<file path="src/rtl/router_pkg.sv">
// Shared definitions for the transmit arbiter: packet width, FSM encoding, watchdog default.
package router_pkg;

  localparam int DATA_W          = 55;
  localparam int DEF_TIMEOUT_CYC = 1024;

  typedef enum logic [1:0] {
    ST_IDLE      = 2'd0,
    ST_ISSUE     = 2'd1,
    ST_WAIT_DONE = 2'd2
  } arb_state_t;

  function automatic int wrap_inc(input int idx, input int n);
    return (idx + 1 >= n) ? 0 : idx + 1;
  endfunction

endpackage

</file>
<file path="src/rtl/rr_picker.sv">
// Combinational round-robin search: first requesting port at or after ptr, wrapping at N.
module rr_picker #(
  parameter int N     = 4,
  parameter int PTR_W = $clog2(N)
) (
  input  logic [N-1:0]     req,
  input  logic [PTR_W-1:0] ptr,
  output logic             found,
  output logic [PTR_W-1:0] idx
);

  logic [PTR_W-1:0] cand [N];
  logic [N-1:0]     hit;

  genvar gi;
  generate
    for (gi = 0; gi < N; gi++) begin : g_cand
      assign cand[gi] = PTR_W'((int'(ptr) + gi) % N);
      assign hit[gi]  = req[cand[gi]];
    end
  endgenerate

  // Scan from the farthest offset down so the nearest hit wins.
  always_comb begin
    found = |hit;
    idx   = cand[0];
    for (int k = N - 1; k >= 0; k--) begin
      if (hit[k]) idx = cand[k];
    end
  end

endmodule

</file>
<file path="src/rtl/tx_arbiter.sv">
// Round-robin arbiter handing packets from NUM_REQ ports to one serial transmitter.
// Optional watchdog on a stuck transmitter enabled by defining TXARB_TIMEOUT_EN.
module tx_arbiter
  import router_pkg::*;
#(
  parameter int NUM_REQ     = 4,
  parameter int DATA_W      = router_pkg::DATA_W,
  parameter int TIMEOUT_CYC = DEF_TIMEOUT_CYC
) (
  input  logic                        Clk_S,
  input  logic                        Rst_n,
  input  logic [NUM_REQ*DATA_W-1:0]   Req_Data,
  input  logic [NUM_REQ-1:0]          Req_Valid,
  output logic [NUM_REQ-1:0]          Req_Ack,
  output logic [DATA_W-1:0]           TX_Data,
  output logic                        TX_Data_Valid,
  input  logic                        TX_Ready,
  output logic [$clog2(NUM_REQ)-1:0]  Grant_Id,
  output logic                        TX_Busy
`ifdef TXARB_TIMEOUT_EN
  ,output logic                       Timeout_Err
`endif
);

  localparam int ID_W = $clog2(NUM_REQ);

  arb_state_t          state_reg, state_next;
  logic [ID_W-1:0]     rr_ptr_reg, rr_ptr_next;
  logic [ID_W-1:0]     grant_reg, grant_next;
  logic [DATA_W-1:0]   data_reg, data_next;
  logic                valid_reg, valid_next;
  logic [NUM_REQ-1:0]  ack_reg, ack_next;
  logic                pick_found;
  logic [ID_W-1:0]     pick_idx;
  logic                timeout_hit;

  rr_picker #(
    .N     (NUM_REQ),
    .PTR_W (ID_W)
  ) u_picker (
    .req   (Req_Valid),
    .ptr   (rr_ptr_reg),
    .found (pick_found),
    .idx   (pick_idx)
  );

`ifdef TXARB_TIMEOUT_EN
  localparam int CNT_W = $clog2(TIMEOUT_CYC + 1);

  logic [CNT_W-1:0] cnt_reg;
  logic             err_reg;

  // Counter spans both busy states, so the limit covers a stalled launch or a stalled finish.
  assign timeout_hit = (state_reg != ST_IDLE) && (cnt_reg == CNT_W'(TIMEOUT_CYC - 1));

  always_ff @(posedge Clk_S or negedge Rst_n) begin
    if (!Rst_n) begin
      cnt_reg <= '0;
      err_reg <= 1'b0;
    end else begin
      if (state_reg == ST_IDLE) cnt_reg <= '0;
      else                      cnt_reg <= cnt_reg + CNT_W'(1);
      if (timeout_hit)          err_reg <= 1'b1;
    end
  end

  assign Timeout_Err = err_reg;
`else
  logic unused_timeout;
  assign unused_timeout = (TIMEOUT_CYC != 0);
  assign timeout_hit    = 1'b0;
`endif

  always_comb begin
    state_next  = state_reg;
    rr_ptr_next = rr_ptr_reg;
    grant_next  = grant_reg;
    data_next   = data_reg;
    valid_next  = valid_reg;
    ack_next    = '0;
    case (state_reg)
      ST_IDLE: begin
        if (pick_found && TX_Ready) begin
          data_next          = Req_Data[int'(pick_idx)*DATA_W +: DATA_W];
          grant_next         = pick_idx;
          ack_next[pick_idx] = 1'b1;
          state_next         = ST_ISSUE;
        end
      end
      ST_ISSUE: begin
        if (!TX_Ready) begin
          valid_next = 1'b0;
          state_next = ST_WAIT_DONE;
        end else begin
          valid_next = 1'b1;
        end
      end
      ST_WAIT_DONE: begin
        if (TX_Ready) begin
          state_next  = ST_IDLE;
          rr_ptr_next = ID_W'(wrap_inc(int'(grant_reg), NUM_REQ));
        end
      end
      default: state_next = ST_IDLE;
    endcase
    if (timeout_hit) begin
      state_next  = ST_IDLE;
      valid_next  = 1'b0;
      rr_ptr_next = ID_W'(wrap_inc(int'(grant_reg), NUM_REQ));
    end
  end

  always_ff @(posedge Clk_S or negedge Rst_n) begin
    if (!Rst_n) begin
      state_reg  <= ST_IDLE;
      rr_ptr_reg <= '0;
      grant_reg  <= '0;
      data_reg   <= '0;
      valid_reg  <= 1'b0;
      ack_reg    <= '0;
    end else begin
      state_reg  <= state_next;
      rr_ptr_reg <= rr_ptr_next;
      grant_reg  <= grant_next;
      data_reg   <= data_next;
      valid_reg  <= valid_next;
      ack_reg    <= ack_next;
    end
  end

  assign Req_Ack       = ack_reg;
  assign TX_Data       = data_reg;
  assign TX_Data_Valid = valid_reg;
  assign Grant_Id      = grant_reg;
  assign TX_Busy       = (state_reg != ST_IDLE);

endmodule
</file>
<file path="config.mk">
export PLATFORM = sky130hd
export DESIGN_NAME = tx_arbiter
export DESIGN_NICKNAME = d
export VERILOG_FILES = /design/src/rtl/router_pkg.sv /design/src/rtl/rr_picker.sv /design/src/rtl/tx_arbiter.sv
export SDC_FILE = /design/constraint.sdc
export NUM_CORES = 1
export LEC_CHECK = 0
export CAP_MARGIN = 25
export CORE_AREA = 4 4 110 112
export DETAILED_ROUTE_END_ITERATION = 16
export DIE_AREA = 0 0 114 116
export PLACE_DENSITY = 0.82
export SETUP_SLACK_MARGIN = 0.3
export SYNTH_ARGS = -nofsm -noshare
export SYNTH_HDL_FRONTEND = slang
export SYNTH_HIERARCHICAL = 1
export SYNTH_SLANG_ARGS = --single-unit
</file>
<file path="constraint.sdc">
create_clock -name Clk_S -period 5.7 [get_ports Clk_S]
set_clock_uncertainty 0.1 [all_clocks]
set_input_delay 1.71 -clock Clk_S [delete_from_list [all_inputs] [get_ports Clk_S]]
set_output_delay 1.71 -clock Clk_S [all_outputs]
set_load 0.005 [all_outputs]
</file>
==> results.toml <==
[run_status]
status = "finished, final reports clean"

[worst_setup_path]
worstRegToRegCells = 6
cp-end-kind = "register"
worstPathRequired_ns = 5.80
path_depth = 7
reg2reg_slack_ns = 2.94
worstPathArrival_ns = 4.40
critPathTopFamily = "buffers and inverters"
path_class = "input port to register"
cp_slowest_cell = "clkdlybuf4s50_1"
path_max_fanout = 22
critPathMaxStageDelay_ns = 0.56
startpoint_type = "input port"
cp_num_buf_inv = 2
worstReg2RegEnd = "TX_Data[22]$_DFFE_PN0P_"
reg2reg_from = "rr_ptr_reg[0]$_DFFE_PN0P_"
crit_chain = "clkdlybuf4s50_1 -> and2b_2 -> o21ai_0 -> o221a_4 -> buf_4 -> mux4_2 -> mux2_2"

[placement]
place_area_um2 = 6927
dp_hpwl_um = 11320
gp_congestion = 0.8642
io_buffer_count = 289
dp_cells = 651

[clock_tree]
cts_buffers = 9
cts_htree_levels = 3
cts_root_buffer = "clkbuf_16"
postCtsResizedCells = 0
path_clk_slew_ns = 0.06
cts_max_path_buffers = 2
cts_tree = "yes"
post_cts_buffers = 0
clk_latency_ns = 0.32
cts.sinks = 66
hold_buffers = 0

[die]
io_pins = 290
die_area_um2 = 13220
die_h_um = 116
initial_utilization_pct = 35.09
die_w_um = 114
coreArea_um2 = 11220
rows = 39

[pwr]
ir_drop_mv = 0.2373
power_density_nw_per_um2 = 398.4
leakagePower_nw = 2.753

[synth]
synth-simple-area-share_pct = 3.780
ys.flop_type = "dfrtp_1"
yosysWarnings = 6
syn-cell-area_um2 = 3939
synth-compound-area-share_pct = 1.017
syn_avg_cell_area_um2 = 16.90
synthCells = 233
ys_seq_elements = 66
synth_edf_count = 0
synth_top_family_by_area = "multiplexers"
yosys-mux-area-fraction_pct = 48.70
async_flop_share_pct = 100.0
synthAdderAreaFrac_pct = 0.3177
ys_types = 28
yosysSeqAreaShare_pct = 41.93
synth_xor_area_share_pct = 0
syn-num-nets = 461

[sta]
rsz0062_at_grt = "no"
fin_setup_tns_ns = 0
period_share_pct = 75.42
tightest_slew_ns = 0.7051
relSlewSlack_pct = 52.99
hold_viol = 0
finalSetupViolCount = 0
drv_slew = 0
whs_ns = 0.4045
min_period_ns = 4.299
max_freq_mhz = 232.6

[finish]
multiInputGateArea_um2 = 2131
final_nets = 747
fin_cells = 667
regArea_um2 = 1652
largest_reg_flops = 55
fillers = 853
syn_to_final_growth_pct = 82.97
diodes = 0
drive_gt1_share_pct = 27.48
fin_area_um2 = 7207

[drt]
viasPerCell = 5.039
wl_per_cell_um = 20.72
firstDrtPassIters = 4
dr.first_iter.drc_count = 123
wirelength_um = 13820
vias = 3361
antenna_left = 0
drc = 0

[hold_path]
hp-class = "register to register"
min-delay-start = "TX_Data[45]$_DFFE_PN0P_"
worstHoldPathCells = 1
hold_end = "TX_Data[45]$_DFFE_PN0P_"

[global_routing]
grt_pass1_wl_um = 20300
antenna_found_initial = 0
grt_max_degree = 38
grt_use_total_pct = 20.09
grt-ovfl-total = 0
grt_pass1_vias = 3720

[run]
drv_cap = 0
## worst max-delay path by stage
stage / from / end / slack [ns]
global route: Req_Valid[3] / TX_Data[22]$_DFFE_PN0P_ / 1.18
floorplan: Req_Valid[0] / TX_Data[10]$_DFFE_PN0P_ / 1.98
global placement: Req_Valid[3] / TX_Data[3]$_DFFE_PN0P_ / 1.11
finish: Req_Valid[3] / TX_Data[22]$_DFFE_PN0P_ / 1.40
CTS: Req_Valid[3] / TX_Data[22]$_DFFE_PN0P_ / 1.36
detailed placement: Req_Valid[3] / TX_Data[22]$_DFFE_PN0P_ / 1.03
## worst register-to-register path: cells and delay by family (launching register included)
kind | cells | cell delay (ns)
multiplexers | 2 | 0.83
AND/OR/NAND/NOR | 1 | 0.21
AO/OA/AOI/OAI | 2 | 0.72
buffers and inverters | 1 | 0.37
flip-flops | 1 | 0.41
## per-stage QoR
| step | worst slack, ns | total power, mW | utilization (%) |
|---|---|---|---|
| 3_5_place_dp | 1.026 | 2.386 | 61.72 |
| 5_1_grt | 1.177 | 3.037 | 64.21 |
| 4_1_cts | 1.361 | 2.918 | 64.21 |
| 3_3_place_gp | 1.107 | 2.332 | 61.72 |
| 2_1_floorplan | 1.975 | 1.626 | - |
| 6_report | 1.401 | 2.871 | 64.21 |
## area by class of cell
type                    instances  share of cell area (%)
repair buffers                295                   41.04
well taps                     143                   2.483
clock buffers                  10                   3.316
inverters                       2                  0.1042
clock inverters                 6                  0.5729
flip-flops and latches         66                   22.92
multi-input cells             145                   29.57
## where the power goes
part           switching [mW]  total [mW]  internal, mW  leakage (nW)
clock                   0.214       0.520         0.306         0.131
sequential              0.130       0.821         0.691         0.783
combinational           0.504        1.53          1.03          1.84
## cell usage in the layout, fill, tap and decap left out, types with 3 or more instances in the layout
master,n
clkdlybuf4s50_1,288
nor2_1,4
clkbuf_16,9
buf_4,4
mux2_2,59
mux4_2,55
dfrtp_1,66
nor3_1,3
clkinvlp_4,3
## synthesized netlist by cell type (2+ instances only)
cell       n  area (um^2)
dfrtp_1   66         1652
mux2_2    59        664.4
mux4_2    55         1239
buf_6     10        112.6
buf_2      5        25.02
clkbuf_1   4        15.01
nor2_1     4        15.01
nor3_1     3        15.01
a21oi_1    2        10.01
and2b_2    2        17.52
and3_1     2        12.51
inv_1      2        7.510
nand2_1    2        7.510
nand2b_1   2        12.51
o21ai_0    2        10.01
## layer usage
layer	GRT usage, %	up-vias	share of wire [%]
met4	5.384	0	1.3
met5	0	-	0
met3	6.371	13	9.0
met2	36.26	157	54
li1	-	1512	-
met1	23.07	1679	36
## kinds of logic (layout without fill, tap and decap cells)
logic type / Yosys count / after routing
buf+inv: 22 / 313
simple gates: 23 / 23
flops: 66 / 66
mux: 115 / 115
fa+ha+maj: 1 / 1
compound gates: 6 / 6
No activity file was read; power rests on OpenSTA's default activity.
